==> config.mk <==
export PLATFORM = sky130hd
export DESIGN_NAME = distance_text_buffer
export DESIGN_NICKNAME = d
export VERILOG_FILES = /design/src/rtl/distance_text_pkg.sv /design/src/rtl/distance_text_buffer_bin2bcd_seq.sv /design/src/rtl/distance_text_buffer.sv
export SDC_FILE = /design/constraint.sdc
export NUM_CORES = 1
export LEC_CHECK = 0
export CORE_AREA = 2 2 104 106
export CTS_BUF_LIST = sky130_fd_sc_hd__clkbuf_16
export DETAILED_ROUTE_END_ITERATION = 16
export DIE_AREA = 0 0 106 108
export PLACE_DENSITY = 0.74
export SLEW_MARGIN = 20
export SYNTH_ARGS = -nofsm -noshare
export SYNTH_HDL_FRONTEND = slang
export SYNTH_SLANG_ARGS = --single-unit
==> constraint.sdc <==
create_clock -name pclk -period 1.3 [get_ports pclk]
set_input_delay 0.325 -clock pclk [delete_from_list [all_inputs] [get_ports pclk]]
set_output_delay 0.325 -clock pclk [all_outputs]
set_load 0.01 [all_outputs]
==> src/rtl/distance_text_pkg.sv <==
// Shared constants, ASCII codes, FSM encodings and the double-dabble
// adjust helper for the distance overlay text line.
package distance_text_pkg;

    localparam int NUM_CHARS   = 15;
    localparam int DIGIT_FIRST = 6;
    localparam int DIGIT_LAST  = 10;
    localparam int NUM_DIGITS  = 5;
    localparam int BCD_W       = 4 * NUM_DIGITS;

    localparam logic [6:0] ASC_SPACE = 7'h20;
    localparam logic [6:0] ASC_ZERO  = 7'h30;
    localparam logic [6:0] ASC_DASH  = 7'h2D;
    localparam logic [6:0] ASC_D     = 7'h44;
    localparam logic [6:0] ASC_I     = 7'h49;
    localparam logic [6:0] ASC_S     = 7'h53;
    localparam logic [6:0] ASC_T     = 7'h54;
    localparam logic [6:0] ASC_COLON = 7'h3A;
    localparam logic [6:0] ASC_C     = 7'h63;
    localparam logic [6:0] ASC_M     = 7'h6D;

    typedef enum logic [1:0] {
        ST_IDLE  = 2'd0,
        ST_SHIFT = 2'd1,
        ST_DONE  = 2'd2
    } conv_state_t;

    // add 3 to every nibble >= 5 ahead of the left shift
    function automatic logic [BCD_W-1:0] dabble_adj(
        input logic [BCD_W-1:0] b
    );
        logic [BCD_W-1:0] r;
        r = b;
        for (int i = 0; i < NUM_DIGITS; i++) begin
            if (b[i*4 +: 4] >= 4'd5)
                r[i*4 +: 4] = b[i*4 +: 4] + 4'd3;
        end
        return r;
    endfunction

    function automatic logic [6:0] digit_ascii(input logic [3:0] d);
        return ASC_ZERO + {3'b000, d};
    endfunction

endpackage

==> src/rtl/distance_text_buffer_bin2bcd_seq.sv <==
// Sequential double-dabble converter: one shift per clock, DIST_W shifts,
// then a single DONE cycle in which a new start may be accepted.
module bin2bcd_seq
    import distance_text_pkg::*;
#(
    parameter int DIST_W = 16
) (
    input  logic              pclk,
    input  logic              rst,
    input  logic              start,
    input  logic [DIST_W-1:0] bin,
    output logic              done,
    output logic              busy,
    output logic [BCD_W-1:0]  bcd
);

    localparam logic [4:0] LAST_IT = 5'(DIST_W - 1);

    conv_state_t       state;
    conv_state_t       state_nxt;
    logic [4:0]        cnt;
    logic [DIST_W-1:0] sh_bin;
    logic [BCD_W-1:0]  sh_bcd;
    logic              load;

    assign load = start && (state != ST_SHIFT);

    always_ff @(posedge pclk) begin
        if (rst)
            state <= ST_IDLE;
        else
            state <= state_nxt;
    end

    always_comb begin
        state_nxt = state;
        unique case (state)
            ST_IDLE:  if (start) state_nxt = ST_SHIFT;
            ST_SHIFT: if (cnt == LAST_IT) state_nxt = ST_DONE;
            ST_DONE:  state_nxt = start ? ST_SHIFT : ST_IDLE;
            default:  state_nxt = ST_IDLE;
        endcase
    end

    always_comb begin
        done = (state == ST_DONE);
        busy = (state == ST_SHIFT);
        bcd  = sh_bcd;
    end

    always_ff @(posedge pclk) begin
        if (rst) begin
            cnt    <= '0;
            sh_bin <= '0;
            sh_bcd <= '0;
        end else if (load) begin
            cnt    <= '0;
            sh_bin <= bin;
            sh_bcd <= '0;
        end else if (state == ST_SHIFT) begin
            cnt              <= cnt + 5'd1;
            {sh_bcd, sh_bin} <= {dabble_adj(sh_bcd), sh_bin} << 1;
        end
    end

endmodule

==> src/rtl/distance_text_buffer.sv <==
// "DIST: ddddd cm " character source with double-buffered BCD digits.
// Optional DIST_LEADING_ZERO_BLANK_EN blanks leading zeros in columns 6-9.
module distance_text_buffer
    import distance_text_pkg::*;
#(
    parameter int DIST_W    = 16,
    parameter int NUM_CHARS = 15,
    parameter int MAX_DIST  = 400
) (
    input  logic              pclk,
    input  logic              rst,
    input  logic [DIST_W-1:0] dist_in,
    input  logic              dist_valid,
    input  logic              frame_start,
    input  logic [4:0]        char_xy,
    output logic [6:0]        char_code,
    output logic              busy
);

    if (DIST_W > 16) begin : g_dist_w_chk
        $error("distance_text_buffer: DIST_W > 16 is unsupported");
    end

    logic              pend_v;
    logic [DIST_W-1:0] pend_val;
    logic [DIST_W-1:0] sample;
    logic              eng_start;
    logic [DIST_W-1:0] eng_bin;
    logic              eng_done;
    logic              eng_busy;
    logic [BCD_W-1:0]  eng_bcd;
    logic              new_ovr;
    logic [BCD_W-1:0]  staged_bcd;
    logic              staged_ovr;
    logic [BCD_W-1:0]  act_bcd;
    logic              act_ovr;
    logic [6:0]        dig_code [NUM_DIGITS];
    logic [6:0]        code_nxt;

    bin2bcd_seq #(
        .DIST_W (DIST_W)
    ) u_bcd (
        .pclk  (pclk),
        .rst   (rst),
        .start (eng_start),
        .bin   (eng_bin),
        .done  (eng_done),
        .busy  (eng_busy),
        .bcd   (eng_bcd)
    );

    assign busy = eng_busy;

    // a fresh sample in the DONE cycle beats the older pending one
    always_comb begin
        eng_start = (dist_valid && !eng_busy)
                 || (eng_done && pend_v);
        eng_bin   = dist_valid ? dist_in : pend_val;
        new_ovr   = sample > DIST_W'(MAX_DIST);
    end

    always_ff @(posedge pclk) begin
        if (rst) begin
            pend_v   <= 1'b0;
            pend_val <= '0;
        end else if (dist_valid && eng_busy) begin
            pend_v   <= 1'b1;
            pend_val <= dist_in;
        end else if (eng_done) begin
            pend_v   <= 1'b0;
        end
    end

    always_ff @(posedge pclk) begin
        if (rst)
            sample <= '0;
        else if (eng_start)
            sample <= eng_bin;
    end

    always_ff @(posedge pclk) begin
        if (rst) begin
            staged_bcd <= '0;
            staged_ovr <= 1'b0;
        end else if (eng_done) begin
            staged_bcd <= eng_bcd;
            staged_ovr <= new_ovr;
        end
    end

    always_ff @(posedge pclk) begin
        if (rst) begin
            act_bcd <= '0;
            act_ovr <= 1'b0;
        end else if (frame_start) begin
            act_bcd <= eng_done ? eng_bcd : staged_bcd;
            act_ovr <= eng_done ? new_ovr : staged_ovr;
        end
    end

    always_comb begin
        logic       lz;
        logic [3:0] d;
        lz = 1'b1;
        for (int i = 0; i < NUM_DIGITS; i++) begin
            d  = act_bcd[(NUM_DIGITS-1-i)*4 +: 4];
            lz = lz && (d == 4'd0);
            if (act_ovr)
                dig_code[i] = ASC_DASH;
`ifdef DIST_LEADING_ZERO_BLANK_EN
            else if (lz && (i < NUM_DIGITS - 1))
                dig_code[i] = ASC_SPACE;
`endif
            else
                dig_code[i] = digit_ascii(d);
        end
    end

    always_comb begin
        code_nxt = ASC_SPACE;
        unique case (char_xy)
            5'd0:    code_nxt = ASC_D;
            5'd1:    code_nxt = ASC_I;
            5'd2:    code_nxt = ASC_S;
            5'd3:    code_nxt = ASC_T;
            5'd4:    code_nxt = ASC_COLON;
            5'd6:    code_nxt = dig_code[0];
            5'd7:    code_nxt = dig_code[1];
            5'd8:    code_nxt = dig_code[2];
            5'd9:    code_nxt = dig_code[3];
            5'd10:   code_nxt = dig_code[4];
            5'd12:   code_nxt = ASC_C;
            5'd13:   code_nxt = ASC_M;
            default: code_nxt = ASC_SPACE;
        endcase
        if (int'(char_xy) >= NUM_CHARS)
            code_nxt = ASC_SPACE;
    end

    always_ff @(posedge pclk) begin
        if (rst)
            char_code <= ASC_SPACE;
        else
            char_code <= code_nxt;
    end

endmodule

==> qor.json <==
{
  "ys_async_sr_fraction": {"value": 0},
  "critPathArrivalTime": {"value": 1.81, "unit": "ns"},
  "busiest_layer": {"value": "met2"},
  "synth-warning-count": {"value": 0},
  "synth-seq-area-share": {"value": 0.4681},
  "die_y": {"value": 108, "unit": "microns"},
  "maximum_clock_skew_at_final_layout": {"value": 0.009922, "unit": "ns"},
  "class_of_the_worst_hold_path": {"value": "in -> reg"},
  "timing.final.hold_violations": {"value": 0},
  "pwr_density_cell": {"value": 1233, "unit": "mW/mm^2"},
  "synth_xor_area_frac": {"value": 0.02130},
  "max_freq": {"value": 656.1, "unit": "MHz"},
  "whs": {"value": 0.3875, "unit": "ns"},
  "routed_via_density": {"value": 5.960},
  "first_pass_grt_wire_length": {"value": 25010, "unit": "microns"},
  "synth-edff-count": {"value": 0},
  "tritoncts_num_sinks": {"value": 125},
  "dp_hpwl": {"value": 8281, "unit": "microns"},
  "synth_compound_gate_area_share": {"value": 0.1872},
  "worst_setup_path_end_kind": {"value": "flop"},
  "met2_grt_util": {"value": 0.5143},
  "globalplace.congestion": {"value": 0.8849},
  "reg2regPathDepth": {"value": 7},
  "critPathLaunchType": {"value": "flop"},
  "clkSlewWorstSetupHoldPaths": {"value": 0.06, "unit": "ns"},
  "synth-adder-area-share": {"value": 0.02808},
  "syn2layout_area_growth": {"value": 53.10, "unit": "%"},
  "post_cts_hold_buffer_count": {"value": 0},
  "drtIter0Drc": {"value": 284},
  "core_region_area": {"value": 0.01023, "unit": "sq mm"},
  "required": {"value": 1.59, "unit": "ns"},
  "finalSetupViolCount": {"value": 109},
  "post-synth-top-area-cell": {"value": "sky130_fd_sc_hd__dfxtp_1"},
  "post-route-util": {"value": 0.8000},
  "rsz0062_at_grt": {"value": "true"},
  "yosys-top-cells-count": {"value": "125 x sky130_fd_sc_hd__dfxtp_1, 123 x sky130_fd_sc_hd__nor2_1, 78 x sky130_fd_sc_hd__a21oi_1"},
  "failed_checks": {"value": "setup timing"},
  "post_synth.cell_area_avg": {"value": 8.406, "unit": "sq um"},
  "clock_period_minus_final_worst_setup_slack": {"value": 1.524, "unit": "ns"},
  "timing.hold.worst_path_depth": {"value": 3},
  "routed_wirelength": {"value": 17970, "unit": "microns"},
  "die_width": {"value": 106, "unit": "microns"},
  "dominant_combinational_cell_family_by_area_after_synthesis": {"value": "simple AND/OR/NAND/NOR gates"},
  "yosys_most_used_dff": {"value": "sky130_fd_sc_hd__dfxtp_1"},
  "yosys_register_bits": {"value": 125},
  "critical_setup_path_class": {"value": "reg -> reg"},
  "least_setup_slack_across_all_paths_after_layout": {"value": -0.2242, "unit": "ns"},
  "p_leak": {"value": 3.057, "unit": "nW"},
  "cts-buffers-inserted": {"value": 17},
  "worstPathMaxFanout": {"value": 12},
  "post_drt_wl_per_cell": {"value": 20.47, "unit": "microns"},
  "drt_drc_violations_left": {"value": 0},
  "fraction_of_layout_cells_with_a_size_suffix_above_1": {"value": 0.4084},
  "rows": {"value": 37},
  "pin_count": {"value": 33},
  "final-seq-area": {"value": 0.002524, "unit": "sq mm"},
  "clkLatencyLatePin": {"value": 0.42, "unit": "ns"},
  "fp.dieArea": {"value": 0.01145, "unit": "sq mm"},
  "yosys-mux-area-fraction": {"value": 0.05242},
  "synth_area_leaders": {"value": "sky130_fd_sc_hd__dfxtp_1 47%, sky130_fd_sc_hd__nor2_1 8.6%, sky130_fd_sc_hd__a21oi_1 7.3%, sky130_fd_sc_hd__mux2i_1 5.2%, sky130_fd_sc_hd__nand2_1 4.4%"},
  "met3_usage": {"value": 0.07233},
  "slew_violations": {"value": 0},
  "final_min_period_over_clock_period": {"value": 1.172},
  "nNetsFinal": {"value": 767},
  "multi_input_comb_area": {"value": 0.003591, "unit": "sq mm"},
  "global_route.usage.met1": {"value": 0.3082},
  "synthesis.instances": {"value": 636},
  "holdCritStartpoint": {"value": "char_xy[1]"},
  "grt_overflow_total": {"value": 0},
  "initial_core_util": {"value": 0.5226},
  "vdd.ir_drop.worst": {"value": 0.9854, "unit": "mV"},
  "grt.total_usage": {"value": 0.2791},
  "timing.critical_path.from": {"value": "u_bcd.state[0]"},
  "synth_simple_gate_area_share": {"value": 0.1938},
  "cts.path.max_buffers": {"value": 2},
  "ctsRootBufferMaster": {"value": "sky130_fd_sc_hd__clkbuf_16"},
  "synthesis.area": {"value": 0.005346, "unit": "sq mm"},
  "reg2reg_to": {"value": "u_bcd.sh_bin[6]"},
  "drv_cap": {"value": 0},
  "post_syn_nets": {"value": 673},
  "cts_tree": {"value": "built"},
  "fillerInstances": {"value": 564},
  "yosys.area.top_type_share": {"value": 0.4681},
  "worstMarginPinSlew": {"value": 0.3576, "unit": "ns"},
  "via_count_of_the_first_global_routing_pass": {"value": 5113},
  "grt_antenna_before_repair": {"value": 0},
  "pin_count_of_the_biggest_net_entering_global_routing": {"value": 68},
  "holdPathEnd": {"value": "char_code[4]"},
  "yosys.cell_count.top_type": {"value": "sky130_fd_sc_hd__dfxtp_1"},
  "slew_headroom": {"value": 0.7548},
  "place.port_buffers": {"value": 32},
  "drt_first_pass_iters": {"value": 5},
  "status": {"value": "finished, violations left"},
  "n_antenna_cell": {"value": 0},
  "routed_vias": {"value": 5233},
  "place_ws": {"value": -0.7891, "unit": "ns"},
  "reg2reg_launch_point": {"value": "u_bcd.state[0]"},
  "totalNegativeSetupSlack": {"value": -8.367, "unit": "ns"},
  "antenna_viol_nets_final": {"value": 0},
  "r2r_slack": {"value": -0.22, "unit": "ns"},
  "ctsHtreeMaxLevel": {"value": 4},
  "synth.distinct_cells": {"value": 48}
}
[metrics by stage]
step / power (mW) / std cells / area, sq um
2_1_floorplan: 4.571 / 636 / 5396
3_3_place_gp: 4.870 / 825 / 6227
3_5_place_dp: 4.895 / 825 / 6227
4_1_cts: 9.739 / 869 / 7571
5_1_grt: 10.38 / 878 / 8185
6_report: 10.10 / 878 / 8185
[cell type report]
| class | count | area share |
|---|---|---|
| clock buffer | 17 | 0.05197 |
| clock inverter | 14 | 0.02094 |
| inverter | 14 | 0.006726 |
| multi-input combinational | 453 | 0.4387 |
| sequential | 125 | 0.3083 |
| tap | 136 | 0.02079 |
| timing repair buffer | 119 | 0.1526 |
[how the worst max path moves through the flow]
stage / endpoint / slack, ns
2_1_floorplan: char_code[3] / 0.0007
3_3_place_gp: char_code[3] / -0.69
3_5_place_dp: u_bcd.sh_bin[11] / -0.79
4_1_cts: act_bcd[17] / -0.11
5_1_grt: u_bcd.sh_bin[6] / -0.27
6_report: u_bcd.sh_bin[6] / -0.22
[kinds of logic (layout without fill, tap and decap cells)]
kind of cell,count (synthesis),after routing
simple gates,239,239
compound gates,161,161
flops,125,125
buf+inv,58,164
mux,28,28
xor+xnor,13,13
fa+ha+maj,12,12
[per-layer routing]
metal  routed length, microns  part of all wire  vias up
li1                         -                 -     2399
met1                     6752              0.38     2573
met2                     9602              0.53      201
met3                      785             0.044       60
met4                      829             0.046        0
met5                        0                 0        -
[power by group]
part           internal (mW)  switching, mW
Sequential              3.95          0.108
Combinational          0.558          0.683
Clock                   3.00           1.79
Total                   7.51           2.58
[registers in the layout (all words and copies together) (netlist names)]
signal	cells
pend_v	1
u_bcd.sh_bin	16
staged_ovr	1
u_bcd.bcd	20
act_bcd	20
u_bcd.cnt	5
u_bcd.state	2
staged_bcd	20
pend_val	16
act_ovr	1
char_code	7
sample	16
[critical path: stages (launching register included)]
cell and delay, ns:
sky130_fd_sc_hd__dfxtp_2 0.32, sky130_fd_sc_hd__buf_6 0.13, sky130_fd_sc_hd__buf_4 0.13, sky130_fd_sc_hd__o21ai_4 0.19, sky130_fd_sc_hd__nor2_4 0.07, sky130_fd_sc_hd__buf_12 0.16, sky130_fd_sc_hd__a221oi_4 0.28, sky130_fd_sc_hd__nor2_1 0.10
[layout by cell type, fill, tap and decap left out, types with 6 or more instances in the layout]
cell type / n
sky130_fd_sc_hd__dfxtp_1: 110
sky130_fd_sc_hd__nor2_1: 95
sky130_fd_sc_hd__buf_4: 58
sky130_fd_sc_hd__nand2_1: 56
sky130_fd_sc_hd__a21oi_1: 36
sky130_fd_sc_hd__a21oi_2: 30
sky130_fd_sc_hd__clkbuf_16: 21
sky130_fd_sc_hd__nor2_4: 20
sky130_fd_sc_hd__mux2i_1: 19
sky130_fd_sc_hd__o21ai_0: 17
sky130_fd_sc_hd__a211oi_2: 17
sky130_fd_sc_hd__clkdlybuf4s50_1: 17
sky130_fd_sc_hd__dfxtp_2: 14
sky130_fd_sc_hd__a21oi_4: 12
sky130_fd_sc_hd__buf_12: 11
sky130_fd_sc_hd__clkbuf_2: 9
sky130_fd_sc_hd__nand2b_4: 8
sky130_fd_sc_hd__nor3_1: 8
sky130_fd_sc_hd__a221oi_2: 8
sky130_fd_sc_hd__nor2_2: 8
sky130_fd_sc_hd__mux2i_4: 8
sky130_fd_sc_hd__buf_6: 8
sky130_fd_sc_hd__inv_1: 7
sky130_fd_sc_hd__nand3_1: 7
sky130_fd_sc_hd__a221oi_4: 7
sky130_fd_sc_hd__inv_2: 6
sky130_fd_sc_hd__xnor2_1: 6
sky130_fd_sc_hd__xor2_1: 6
sky130_fd_sc_hd__ha_2: 6
[what timing repair did]
item                       in CTS  in global routing
gates cloned                    4                  4
setup endpoints to repair     125                130
setup buffers                  10                  9
gates resized for setup       159                127
pin swaps                      39                 44
No activity file was read; power rests on OpenSTA's default activity.
